--- config.mk ---
export PLATFORM = sky130hd
export DESIGN_NAME = freq_ratio_ramp_flat
export DESIGN_NICKNAME = d
export VERILOG_FILES = /design/src/rtl/freq_ratio_ramp_if.sv /design/src/rtl/freq_ratio_ramp.sv /design/src/flat_wrapper.sv
export SDC_FILE = /design/constraint.sdc
export NUM_CORES = 1
export LEC_CHECK = 0
export ABC_CLOCK_PERIOD_IN_PS = 10200
export CORE_MARGIN = 2
export CORE_UTILIZATION = 28
export CTS_BUF_LIST = sky130_fd_sc_hd__clkbuf_4
export CTS_CLUSTER_SIZE = 24
export DETAILED_ROUTE_END_ITERATION = 6
export PLACE_DENSITY = 0.44
export REMOVE_ABC_BUFFERS = 1
export SYNTH_ARGS = -nofsm -noshare
export SYNTH_HDL_FRONTEND = slang
export SYNTH_SLANG_ARGS = --single-unit
--- constraint.sdc ---
create_clock -name clkin -period 10.2 [get_ports clkin]
set_input_delay 2.04 -clock clkin [delete_from_list [all_inputs] [get_ports clkin]]
set_output_delay 2.04 -clock clkin [all_outputs]
set_load 0.005 [all_outputs]
--- src/rtl/freq_ratio_ramp_if.sv ---
// freq_ratio_ramp_if
//   Bundles the target request, divider update handshake and status signals
//   of freq_ratio_ramp. Clock and reset are plain ports on the module.
//
//   slave  : the ramp sequencer (freq_ratio_ramp)
//   master : whoever supplies targets and acknowledges ratio updates
//
//   Signals:
//     tgt_ratio[9:0], tgt_vld, tgt_rdy : target request (valid/ready)
//     step[4:0]                        : maximum ratio change per step
//     ratio[9:0]                       : ratio presented to the divider
//     ratio_upd_req, ratio_upd_ack     : 4-phase update handshake
//     busy, done, err                  : status
//     state_dbg[1:0]                   : current FSM state
interface freq_ratio_ramp_if;
    logic [9:0] tgt_ratio;
    logic       tgt_vld;
    logic       tgt_rdy;
    logic [4:0] step;
    logic [9:0] ratio;
    logic       ratio_upd_req;
    logic       ratio_upd_ack;
    logic       busy;
    logic       done;
    logic       err;
    logic [1:0] state_dbg;

    modport slave (
        input  tgt_ratio, tgt_vld, step, ratio_upd_ack,
        output tgt_rdy, ratio, ratio_upd_req, busy, done, err, state_dbg
    );

    modport master (
        output tgt_ratio, tgt_vld, step, ratio_upd_ack,
        input  tgt_rdy, ratio, ratio_upd_req, busy, done, err, state_dbg
    );
endinterface

--- src/rtl/freq_ratio_ramp.sv ---
// freq_ratio_ramp
//   Walks the divider ratio from its current value to a requested target in
//   bounded steps. Every step is a full 4-phase req/ack handshake followed by
//   a dwell of DWELL clkin cycles, so consumers never see a large jump.
//
//   Ports:
//     clkin : divider input clock (sole clock)
//     rstb  : asynchronous active-low reset
//     bus   : freq_ratio_ramp_if.slave (target, handshake, status, state_dbg)
//
//   Handshakes:
//     Target: a target transfers on a rising clkin edge where tgt_vld and
//     tgt_rdy are both high. tgt_rdy is high only in IDLE, with no target
//     pending evaluation and ratio_upd_ack low. tgt_vld outside that window
//     is ignored (no queueing).
//     Divider: 4-phase. req rises together with the new ratio; ratio holds
//     until the divider has acknowledged and released ack.
//
//   Optional feature: define FREQ_RAMP_TIMEOUT_EN to abort a handshake that
//   has not completed within ACK_TIMEOUT cycles (err becomes sticky until
//   the next accepted target). Without it err is tied low.
module freq_ratio_ramp #(
    parameter logic [9:0] RESET_RATIO = 10'd2,
    parameter int         DWELL       = 16,
    parameter int         ACK_TIMEOUT = 1024
) (
    input  logic               clkin,
    input  logic               rstb,
    freq_ratio_ramp_if.slave   bus
);
    typedef enum logic [1:0] {S_IDLE, S_REQ, S_ACKLO, S_DWELL} state_t;

    localparam logic [15:0] DWELL_LAST = 16'(DWELL - 1);

    if (DWELL < 0 || DWELL > 65536 || ACK_TIMEOUT < 1 || ACK_TIMEOUT > 65536) begin : g_param_check
        $error("freq_ratio_ramp: DWELL or ACK_TIMEOUT out of range");
    end

    state_t      state_q, state_d;
    logic [9:0]  cur_q, cur_d;
    logic [9:0]  tgt_q;
    logic [4:0]  step_q;
    logic [15:0] cnt_q, cnt_d;
    logic        pend_q;   // target latched last edge, compared against cur now
    logic        ack_q;    // ack as sampled on the previous edge
    logic        done_q, done_d;
    logic        accept;
    logic        to_hit;
    logic [9:0]  diff, step_ext, sdelta, nxt;

    assign bus.tgt_rdy       = (state_q == S_IDLE) && !pend_q && !bus.ratio_upd_ack;
    assign accept            = bus.tgt_vld && bus.tgt_rdy;
    assign bus.ratio         = cur_q;
    assign bus.ratio_upd_req = (state_q == S_REQ);
    assign bus.busy          = (state_q != S_IDLE);
    assign bus.done          = done_q;
    assign bus.state_dbg     = state_q;

    // Next ratio: move toward tgt by at most step_q (0 = whole distance).
    // cur never overshoots tgt, so the 10-bit arithmetic cannot wrap.
    always_comb begin
        diff     = (tgt_q > cur_q) ? (tgt_q - cur_q) : (cur_q - tgt_q);
        step_ext = {5'd0, step_q};
        sdelta   = (step_q == 5'd0 || step_ext > diff) ? diff : step_ext;
        nxt      = (tgt_q > cur_q) ? (cur_q + sdelta) : (cur_q - sdelta);
    end

`ifdef FREQ_RAMP_TIMEOUT_EN
    localparam logic [15:0] TO_LAST = 16'(ACK_TIMEOUT - 1);
    logic err_q;

    assign to_hit  = (state_q == S_REQ || state_q == S_ACKLO) && (cnt_q >= TO_LAST);
    assign bus.err = err_q;

    always_ff @(posedge clkin or negedge rstb) begin
        if (!rstb)       err_q <= 1'b0;
        else if (accept) err_q <= 1'b0;
        else if (to_hit) err_q <= 1'b1;
    end
`else
    assign to_hit  = 1'b0;
    assign bus.err = 1'b0;
`endif

    always_comb begin
        state_d = state_q;
        cur_d   = cur_q;
        cnt_d   = cnt_q;
        done_d  = 1'b0;
        if (to_hit) begin
            // Abandon the handshake; ratio keeps the last value sent.
            state_d = S_IDLE;
        end else begin
            case (state_q)
                S_IDLE: begin
                    if (pend_q) begin
                        if (tgt_q == cur_q) begin
                            done_d = 1'b1;
                        end else begin
                            state_d = S_REQ;
                            cur_d   = nxt;
                            cnt_d   = 16'd0;
                        end
                    end
                end
                S_REQ: begin
`ifdef FREQ_RAMP_TIMEOUT_EN
                    cnt_d = (cnt_q == 16'hFFFF) ? cnt_q : cnt_q + 16'd1;
`endif
                    if (ack_q) state_d = S_ACKLO;
                end
                S_ACKLO: begin
`ifdef FREQ_RAMP_TIMEOUT_EN
                    cnt_d = (cnt_q == 16'hFFFF) ? cnt_q : cnt_q + 16'd1;
`endif
                    if (!ack_q) begin
                        if (DWELL == 0) begin
                            if (cur_q == tgt_q) begin
                                state_d = S_IDLE;
                                done_d  = 1'b1;
                            end else begin
                                state_d = S_REQ;
                                cur_d   = nxt;
                                cnt_d   = 16'd0;
                            end
                        end else begin
                            state_d = S_DWELL;
                            cnt_d   = 16'd0;
                        end
                    end
                end
                S_DWELL: begin
                    if (cnt_q == DWELL_LAST) begin
                        if (cur_q == tgt_q) begin
                            state_d = S_IDLE;
                            done_d  = 1'b1;
                        end else begin
                            state_d = S_REQ;
                            cur_d   = nxt;
                            cnt_d   = 16'd0;
                        end
                    end else begin
                        cnt_d = (cnt_q == 16'hFFFF) ? cnt_q : cnt_q + 16'd1;
                    end
                end
                default: state_d = S_IDLE;
            endcase
        end
    end

    always_ff @(posedge clkin or negedge rstb) begin
        if (!rstb) begin
            state_q <= S_IDLE;
            cur_q   <= RESET_RATIO;
            tgt_q   <= RESET_RATIO;
            step_q  <= 5'd0;
            cnt_q   <= 16'd0;
            pend_q  <= 1'b0;
            ack_q   <= 1'b0;
            done_q  <= 1'b0;
        end else begin
            state_q <= state_d;
            cur_q   <= cur_d;
            cnt_q   <= cnt_d;
            pend_q  <= accept;
            ack_q   <= bus.ratio_upd_ack;
            done_q  <= done_d;
            if (accept) begin
                tgt_q  <= (bus.tgt_ratio == 10'd0) ? 10'd1 : bus.tgt_ratio;
                step_q <= bus.step;
            end
        end
    end
endmodule
--- src/flat_wrapper.sv ---
// flat-port wrapper written by rule: the top's interface ports become plain ports
module freq_ratio_ramp_flat 
#(
    parameter logic [9:0] RESET_RATIO = 10'd2,
    parameter int         DWELL       = 16,
    parameter int         ACK_TIMEOUT = 1024
)
  (clkin, rstb, bus_tgt_ratio, bus_tgt_vld, bus_step, bus_ratio_upd_ack, bus_tgt_rdy, bus_ratio, bus_ratio_upd_req, bus_busy, bus_done, bus_err, bus_state_dbg);
  freq_ratio_ramp_if bus_i ();
  input  logic clkin;
  input  logic rstb;
  input wire logic [$bits(bus_i.tgt_ratio)-1:0] bus_tgt_ratio;
  input wire logic [$bits(bus_i.tgt_vld)-1:0] bus_tgt_vld;
  input wire logic [$bits(bus_i.step)-1:0] bus_step;
  input wire logic [$bits(bus_i.ratio_upd_ack)-1:0] bus_ratio_upd_ack;
  output wire logic [$bits(bus_i.tgt_rdy)-1:0] bus_tgt_rdy;
  output wire logic [$bits(bus_i.ratio)-1:0] bus_ratio;
  output wire logic [$bits(bus_i.ratio_upd_req)-1:0] bus_ratio_upd_req;
  output wire logic [$bits(bus_i.busy)-1:0] bus_busy;
  output wire logic [$bits(bus_i.done)-1:0] bus_done;
  output wire logic [$bits(bus_i.err)-1:0] bus_err;
  output wire logic [$bits(bus_i.state_dbg)-1:0] bus_state_dbg;
  assign bus_i.tgt_ratio = bus_tgt_ratio;
  assign bus_i.tgt_vld = bus_tgt_vld;
  assign bus_i.step = bus_step;
  assign bus_i.ratio_upd_ack = bus_ratio_upd_ack;
  assign bus_tgt_rdy = bus_i.tgt_rdy;
  assign bus_ratio = bus_i.ratio;
  assign bus_ratio_upd_req = bus_i.ratio_upd_req;
  assign bus_busy = bus_i.busy;
  assign bus_done = bus_i.done;
  assign bus_err = bus_i.err;
  assign bus_state_dbg = bus_i.state_dbg;
  freq_ratio_ramp #(.RESET_RATIO(RESET_RATIO), .DWELL(DWELL), .ACK_TIMEOUT(ACK_TIMEOUT)) u_core (.clkin(clkin), .rstb(rstb), .bus(bus_i));
endmodule
==> results.json <==
{
  "met2WireLength_mm": 5.31,
  "crit_required_ns": 10.53,
  "crit_family": "compound AO/OA/AOI/OAI gates",
  "final_util_pct": 32.2,
  "drtIter0Drc": 125,
  "cts_buffer_depth": 2,
  "cts_tree": "built",
  "synth_top_area_share_pct": 27.0,
  "grt_pass1_wl_mm": 18.1,
  "synthFlopType": "dfrtp_1",
  "endpoint_kind": "flop",
  "drc": 0,
  "syn_inst": 485,
  "setup_viol": 0,
  "antenna_found_initial": 0,
  "maxUsedRoutingLayer": "met4",
  "syn_to_final_growth_pct": 13.4,
  "slowest_stage": "ha_1",
  "placed_area_um2": 4560,
  "io_buffers": 34,
  "dp_hpwl_mm": 8.29,
  "die_w_um": 125,
  "crit_fanout": 13,
  "wl_per_cell_um": 15.5,
  "first_pass_iters": 4,
  "synth_top_cell_by_area": "dfrtp_1",
  "cts-hold-fix-buffers": 0,
  "fin_skew_ns": 0.0262,
  "final_antenna_net_count": 0,
  "m1WireLength_mm": 4.93,
  "maxCapViolations": 0,
  "criticalPathCategory": "reg2reg",
  "rows": 44,
  "grt_pass1_vias": 3606,
  "slew_headroom_pct": 42.3,
  "wl_met3_um": 346,
  "finalSetupTns_ns": 0,
  "hold_class": "reg2reg",
  "fillers": 1536,
  "finalHoldViolations": 0,
  "grt.total_usage_pct": 14.4,
  "yosys_warnings": 0,
  "synth.area.top_cells": "dfrtp_1 (27%), ha_1 (12%), o21ai_0 (6.4%)",
  "cts_max_level": 2,
  "die_y_um": 125,
  "clock_latency_ns": 0.43,
  "regArea_um2": 1150,
  "synth_edf_count": 0,
  "period_share_pct": 77.1,
  "clock.fmax_ghz": 0.127,
  "cp.arrival_ns": 8.20,
  "post_drt_via_cell_ratio": 5.10,
  "run_status": "complete, no violations",
  "gp_congestion": 0.841,
  "wirelength_mm": 10.8,
  "gr-total-overflow": 0,
  "coreArea_um2": 14400,
  "synth.distinct_cells": 73,
  "clock-sinks": 46,
  "multi_input_area_um2": 2670,
  "clk_pin_slew_ns": 0.18,
  "worst-slew-pin-transition_ns": 0.862,
  "slowest_delay_ns": 0.59,
  "async_reset_ff_share_pct": 100,
  "postCtsSetupBuffers": 0,
  "start_kind": "flop",
  "cts_root_buffer": "clkbuf_4",
  "ys_ff_latch": 46,
  "cts-buffers-inserted": 5,
  "syn_avg_cell_area_um2": 8.40,
  "nets": 572,
  "grt_max_degree": 47,
  "cts_resized": 0,
  "drive_gt1_share_pct": 8.01,
  "io-pin-count": 36,
  "crit_buf_inv": 2,
  "die_area_um2": 15500,
  "drv_slew": 0,
  "postLayoutCellArea_um2": 4620,
  "min_period_ns": 7.87,
  "diodes": 0,
  "start_util_pct": 28.4,
  "syn_area_um2": 4080,
  "vias": 3550,
  "rsz0062_at_grt": "no",
  "ys_seq_area_share_pct": 28.3
}
==> final cells by class <==
| class | count | area share [%] |
|---|---|---|
| Clock buffer | 5 | 0.812 |
| Clock inverter | 3 | 0.541 |
| Inverter | 43 | 3.49 |
| Multi-Input combinational cell | 379 | 57.6 |
| Sequential cell | 46 | 25.0 |
| Tap cell | 184 | 4.98 |
| Timing Repair Buffer | 36 | 7.58 |
==> registers in the layout (all words and copies together) (netlist names) <==
| register | flops |
|---|---|
| u_core.cnt_q | 16 |
| u_core.tgt_q | 10 |
| u_core.bus.state_dbg | 2 |
| u_core.bus.done | 1 |
| u_core.bus.ratio | 10 |
| u_core.ack_q | 1 |
| u_core.pend_q | 1 |
| u_core.step_q | 5 |
==> stage by stage <==
stage                     setup WS (ns)  cells  hold slack [ns]
after floorplan                    3.70    468            0.465
after global placement             2.68    688            0.494
after detailed placement           2.42    688            0.501
after CTS                          2.37    696            0.531
after global routing               1.69    696            0.536
final                              2.33    696            0.524
==> synth_stat cells, types with 2 or more instances <==
| cell | count |
|---|---|
| ha_1 | 39 |
| xnor2_1 | 15 |
| mux2_2 | 3 |
| inv_1 | 42 |
| buf_4 | 3 |
| nor2b_1 | 8 |
| nor3b_1 | 3 |
| o21ai_1 | 3 |
| fa_1 | 3 |
| a211oi_1 | 3 |
| dfrtp_1 | 44 |
| o31a_1 | 3 |
| o21bai_2 | 2 |
| nand2b_1 | 9 |
| dfstp_2 | 2 |
| xor2_1 | 7 |
| nor3_1 | 15 |
| o31ai_1 | 7 |
| xnor2_2 | 3 |
| a21boi_0 | 3 |
| o21ai_0 | 52 |
| buf_2 | 5 |
| mux2i_1 | 5 |
| a211oi_2 | 2 |
| a31oi_1 | 5 |
| o211ai_1 | 2 |
| clkbuf_1 | 7 |
| and2_1 | 4 |
| or3_1 | 6 |
| a21oi_1 | 22 |
| nand4_1 | 6 |
| nand2_1 | 44 |
| buf_6 | 2 |
| nor2_1 | 35 |
| a221o_1 | 2 |
| and3_1 | 5 |
| nor4_1 | 9 |
| a31oi_2 | 2 |
| a21o_1 | 7 |
| a2bb2oi_1 | 2 |
| nand3_1 | 12 |
==> metal layers <==
| metal | GRT usage [%] | vias up |
|---|---|---|
| met5 | 0 | - |
| met4 | 4.89 | 0 |
| met3 | 2.49 | 16 |
| met2 | 25.1 | 78 |
| met1 | 18.0 | 1690 |
| li1 | - | 1766 |
==> kinds of logic after synthesis <==
kind of cell             count (synthesis)  share of synthesized area [%]
other                                    1                         0.0920
multiplexers                            10                           2.95
adder cells (fa/ha/maj)                 42                           13.4
flip-flops                              46                           28.3
AND/OR/NAND/NOR                        170                           21.7
buffers and inverters                   60                           6.32
AO/OA/AOI/OAI                          130                           20.8
XOR/XNOR                                26                           6.32
==> final timing paths <==
| check | start | endpoint | slack, ns | cells past startpoint |
|---|---|---|---|---|
| min | u_core.cnt_q[3] | u_core.cnt_q[3] | 0.52 | 1 |
| min in group asynchronous | rstb | u_core.step_q[4] | 1.68 | 2 |
| min reg2reg | u_core.cnt_q[3] | u_core.cnt_q[3] | 0.52 | 1 |
| max reg2reg | u_core.bus.ratio[5] | u_core.bus.ratio[9] | 2.33 | 31 |
| max in group asynchronous | rstb | u_core.cnt_q[4] | 8.07 | 2 |
| max | u_core.bus.ratio[5] | u_core.bus.ratio[9] | 2.33 | 31 |
==> cell usage in the layout (no fill, tap or decap), types with 8 or more instances in the layout <==
master	Yosys	routed
nor4_1	9	9
nor2b_1	8	8
o21ai_0	52	52
nor2_1	35	35
ha_1	39	39
xnor2_1	15	15
nand2b_1	9	9
clkdlybuf4s50_1	0	33
nor3_1	15	15
nand2_1	44	44
a21oi_1	22	22
dfrtp_1	44	44
inv_1	42	42
nand3_1	12	12
Power is left out: the tool's default activity adds up to more than one toggle a clock period on the data nets, which glitch-free logic cannot reach.
